<file path="src/rtl/light_conflict_monitor.sv">
// rtl/light_conflict_monitor.sv - watches the main/side/walk lamp outputs and latches the first safety violation
// Per-direction RED/GREEN/YELLOW trackers and yellow timers feed the registered fault flag, code and count.

module light_conflict_monitor #(
   parameter int MIN_YELLOW = 2
) (
   input  logic       clk,
   input  logic       reset,
   input  logic       enable_1Hz,
   input  logic       Rm,
   input  logic       Ym,
   input  logic       Gm,
   input  logic       Rs,
   input  logic       Ys,
   input  logic       Gs,
   input  logic       W,
   input  logic       fault_clear,
   output logic       fault,
   output logic [2:0] fault_code,
   output logic [7:0] fault_count
);

   typedef enum logic [1:0] {RED = 2'd0, GREEN = 2'd1, YELLOW = 2'd2} light_t;

   localparam logic [3:0] MIN_Y = 4'(MIN_YELLOW);

   light_t     st     [2];
   light_t     samp   [2];
   logic [3:0] ytmr   [2];
   logic [2:0] lamp   [2];
   logic [1:0] valid;
   logic [1:0] onehot;
   logic [1:0] bad_trans;
   logic [1:0] short_y;
   logic [7:1] viol;
   logic [2:0] code;
   logic       any_viol;

   // Index 0 is the main street, index 1 the side street.
   always_comb begin
      lamp[0] = {Rm, Ym, Gm};
      lamp[1] = {Rs, Ys, Gs};
      onehot    = '0;
      bad_trans = '0;
      short_y   = '0;
      for (int d = 0; d < 2; d++) begin
         onehot[d] = (lamp[d] == 3'b001) || (lamp[d] == 3'b010) || (lamp[d] == 3'b100);
         samp[d]   = lamp[d][2] ? RED : (lamp[d][1] ? YELLOW : GREEN);
         bad_trans[d] = valid[d] && onehot[d] &&
                        !((samp[d] == st[d]) ||
                          (st[d] == GREEN  && samp[d] == YELLOW) ||
                          (st[d] == YELLOW && samp[d] == RED) ||
                          (st[d] == RED    && samp[d] == GREEN));
         short_y[d] = valid[d] && onehot[d] && (st[d] == YELLOW) &&
                      (samp[d] == RED) && (ytmr[d] < MIN_Y);
      end
      viol[1] = !onehot[0];
      viol[2] = !onehot[1];
      viol[3] = (Gm | Ym) & (Gs | Ys);
      viol[4] = W & !(Rm & Rs);
      viol[5] = bad_trans[0];
      viol[6] = bad_trans[1];
      viol[7] = |short_y;
      any_viol = |viol;
      // Walk downwards so the lowest-numbered firing code wins.
      code = 3'd0;
      for (int i = 7; i >= 1; i--) begin
         if (viol[i]) code = 3'(i);
      end
   end

   always_ff @(posedge clk) begin
      if (reset) begin
         fault       <= 1'b0;
         fault_code  <= 3'd0;
         fault_count <= 8'd0;
         valid       <= 2'b00;
         for (int d = 0; d < 2; d++) begin
            st[d]   <= RED;
            ytmr[d] <= 4'd0;
         end
      end else begin
         for (int d = 0; d < 2; d++) begin
            if (onehot[d]) begin
               st[d]    <= samp[d];
               valid[d] <= 1'b1;
            end
            if (onehot[d] && samp[d] == YELLOW && st[d] != YELLOW)
               ytmr[d] <= 4'd0;
            else if (st[d] == YELLOW && enable_1Hz && ytmr[d] != 4'hF)
               ytmr[d] <= ytmr[d] + 4'd1;
         end

         if (any_viol && fault_count != 8'hFF)
            fault_count <= fault_count + 8'd1;

         // A clear re-arms the latch, so a violation in the same cycle is captured fresh.
         if (fault_clear) begin
            fault      <= any_viol;
            fault_code <= any_viol ? code : 3'd0;
         end else if (any_viol && !fault) begin
            fault      <= 1'b1;
            fault_code <= code;
         end
      end
   end

endmodule

</file>
<file path="config.mk">
export PLATFORM = sky130hd
export DESIGN_NAME = light_conflict_monitor
export DESIGN_NICKNAME = d
export VERILOG_FILES = /design/src/rtl/light_conflict_monitor.sv
export SDC_FILE = /design/constraint.sdc
export NUM_CORES = 1
export LEC_CHECK = 0
export BUFFER_PORTS_ARGS = -buffer_cell sky130_fd_sc_hd__buf_2
export CORE_UTILIZATION = 46
export DETAILED_ROUTE_END_ITERATION = 10
export PLACE_DENSITY = 0.76
export SLEW_MARGIN = 20
export SYNTH_ARGS = -nofsm -noshare
export SYNTH_HDL_FRONTEND = slang
export SYNTH_SLANG_ARGS = --single-unit
</file>
<file path="constraint.sdc">
create_clock -name clk -period 2.8 [get_ports clk]
set_clock_uncertainty 0.1 [all_clocks]
set_input_delay 0.42 -clock clk [delete_from_list [all_inputs] [get_ports clk]]
set_output_delay 0.42 -clock clk [all_outputs]
set_load 0.03 [all_outputs]
</file>
==> reports/qor.yml <==
synth:
  synth.ff_latch_count: 26
  yosysWarningCount: 0
  synth_cells: 168
  synth.area.top_cells: "edfxtp_1 22%, dfxtp_1 17%, nor2_1 3.5%"
  synth_edf_count: 12
  async_flop_share_pct: 0
  synth_top_area_share_pct: 22.48
  syn_area_mm2: 0.001603
  seq_area_frac_synth_pct: 39.97
  synth_nets: 182
  synth_cell_types: 60
  synth_ff_type: "dfxtp_1"
  avgSynthCellArea_um2: 9.540
  yosys.area.top_type: "edfxtp_1"
route:
  wire_per_inst_um: 14.12
  drtAntennaViolNets: 0
  drc: 0
  drt_iter0_markers: 51
  first_pass_iters: 5
  via_per_inst: 5.893
  vias: 1373
  routed_wl_um: 3289
clock_tree:
  ctsResizeCount: 0
  cts_hold_buf: 0
  root_buffer: "clkbuf_4"
  clock_path_buffers: 2
  cts_sinks: 26
  post-cts-setup-buffer-count: 0
  clkTransAtPathRegs_ns: 0.14
  cts_buffers: 3
  cts_tree: "built"
  htree_levels: 1
  clk_latency_ns: 0.33
cells_and_area:
  final_common_cell: "buf_2"
  drive_gt1_share_pct: 21.93
  stdcell_count: 233
  finish.utilization_pct: 52.91
  mostFrequentLayoutCells: "22 x buf_2, 15 x nor2_1, 14 x dfxtp_1, 12 x edfxtp_1, 9 x nand2_1"
  fin_nets: 202
  antenna_cells: 0
  area_delta_synth_final_pct: 10.15
placed_design:
  dp_cells: 229
  dp_hpwl_um: 2482
  gp_congestion: 0.8705
  io_buffers: 22
  place_ws_ns: 0.4402
flow_run:
  drv_cap: 0
power_and_ir_drop:
  switching_share_pct: 27.65
  power.internal_uw: 590.8
  peakVddDrop_mv: 0.3132
  p_comb_share_pct: 17.5
  p_leak_uw: 0.0006709
  p_clk_share_pct: 27.2
  switching_power_uw: 225.8
  p_per_area_mw_per_mm2: 462.5
  p_seq_share_pct: 55.3
setup_path:
  path_max_fanout: 8
  crit_family: "simple AND/OR/NAND/NOR gates"
  cp-start-kind: "register"
  critPathKind: "reg -> reg"
  crit_slowest_cell: "or4b_1"
  critPathMaxStageDelay_ns: 0.57
  required_ns: 2.93
  arrival_ns: 2.47
  cp_num_buf_inv: 0
  worstPathCellList: "or4b_1 -> nor3_2 -> a31oi_1 -> and4_4 -> nor3_1 -> mux2_1"
  worstSetupEndpointType: "register"
timing:
  fin_crit_ns: 2.334
  setup_viol: 0
  rsz0062_at_grt: "no"
  relSlewSlack_pct: 67.55
  setup_slack_ns: 0.4663
  period_share_pct: 83.35
  drv_slew: 0
  hold_viol: 0
  tns_ns: 0
  tightest_slew_ns: 0.4745
  fmax_ghz: 0.4285
die:
  fp.dieArea_mm2: 0.003725
  core_mm2: 0.003337
  rows: 21
  initial_core_util_pct: 48.03
  ioPinCount: 23
  die_h_um: 61.03
  die_w_um: 61.03
grt:
  grt_usage_pct: 19.45
  grt_pass1_vias: 1228
  antenna_found_initial: 0
  overflow: 0
  grt_pass1_wl_um: 5388
  grt_max_degree: 27
outcome:
  status: "completed"
worst_hold_path:
  hp-class: "in -> reg"
-- cell families after synthesis --
group,count (synthesis),share of synthesized area (%)
xor+xnor,7,3.825
buf+inv,12,4.683
simple gates,78,29.74
fa+ha+maj,3,2.342
mux,1,0.7025
compound gates,41,18.74
flops,26,39.97
-- cells in the mapped netlist (3+ instances only) --
cell      number
and3_1         3
nand4_1        4
buf_6          3
dfxtp_1       14
inv_1          3
and2_1         5
nor2_1        15
o21ai_0        4
nand2_1        9
a311oi_1       3
nor4_1         3
a31oi_1        6
nor3_1         4
edfxtp_1      12
nand2b_1       7
nor2b_1        3
xnor2_1        5
nand3_1        4
a21oi_1        8
ha_1           3
buf_2          3
-- sequential cells by signal (all words and copies together), names as in the netlist --
signal       count
valid            2
st               4
ytmr             8
fault_count      8
fault_code       3
fault            1
-- cell type report --
cell class / count / area, um^2
Fill cell: 309 / 1572
Tap cell: 46 / 57.56
Multi-Input combinational cell: 130 / 887.1
Sequential cell: 26 / 640.6
Inverter: 4 / 15.01
Clock buffer: 4 / 47.55
Timing Repair Buffer: 23 / 117.6
-- routing by layer --
layer / wire length [um] / GRT usage, % / vias up
met3: 103 / 2.521 / 8
met2: 1608 / 31.68 / 29
met1: 1511 / 26.22 / 653
met4: 66 / 7.792 / 0
met5: 0 / 0 / -
li1: - / - / 683
-- metrics by stage --
step	power (uW)	hold slack, ns	instance area (um^2)
after floorplan	563.8	0.3431	1603
after global placement	594.7	0.3633	1718
after detailed placement	602.1	0.3567	1718
after CTS	822.9	0.2744	1765
after global routing	855.9	0.2899	1765
final	816.6	0.2804	1765
-- power groups by stage --
stage | clock [uW] | combinational, uW | sequential, uW
3_3_place_gp | 0 | 137 | 458
6_report | 222 | 143 | 451
2_1_floorplan | 0 | 93.9 | 470
4_1_cts | 229 | 143 | 451
3_5_place_dp | 0 | 142 | 460
5_1_grt | 243 | 158 | 456
-- worst paths after layout --
kind	startpoint	end	slack, ns	depth (start not counted)
min reg2reg	valid[1]	valid[1]	0.39	2
min	fault_clear	fault_code[2]	0.28	4
max reg2reg	ytmr[1][2]	fault_count[5]	0.47	6
max	ytmr[1][2]	fault_count[5]	0.47	6
-- tightest hold or removal path, cell delays in order --
cell and delay (ns):
buf_2 0.09, nor2b_1 0.04, o21ai_0 0.06, a21oi_1 0.06
Power figures use the tool's default switching activity.
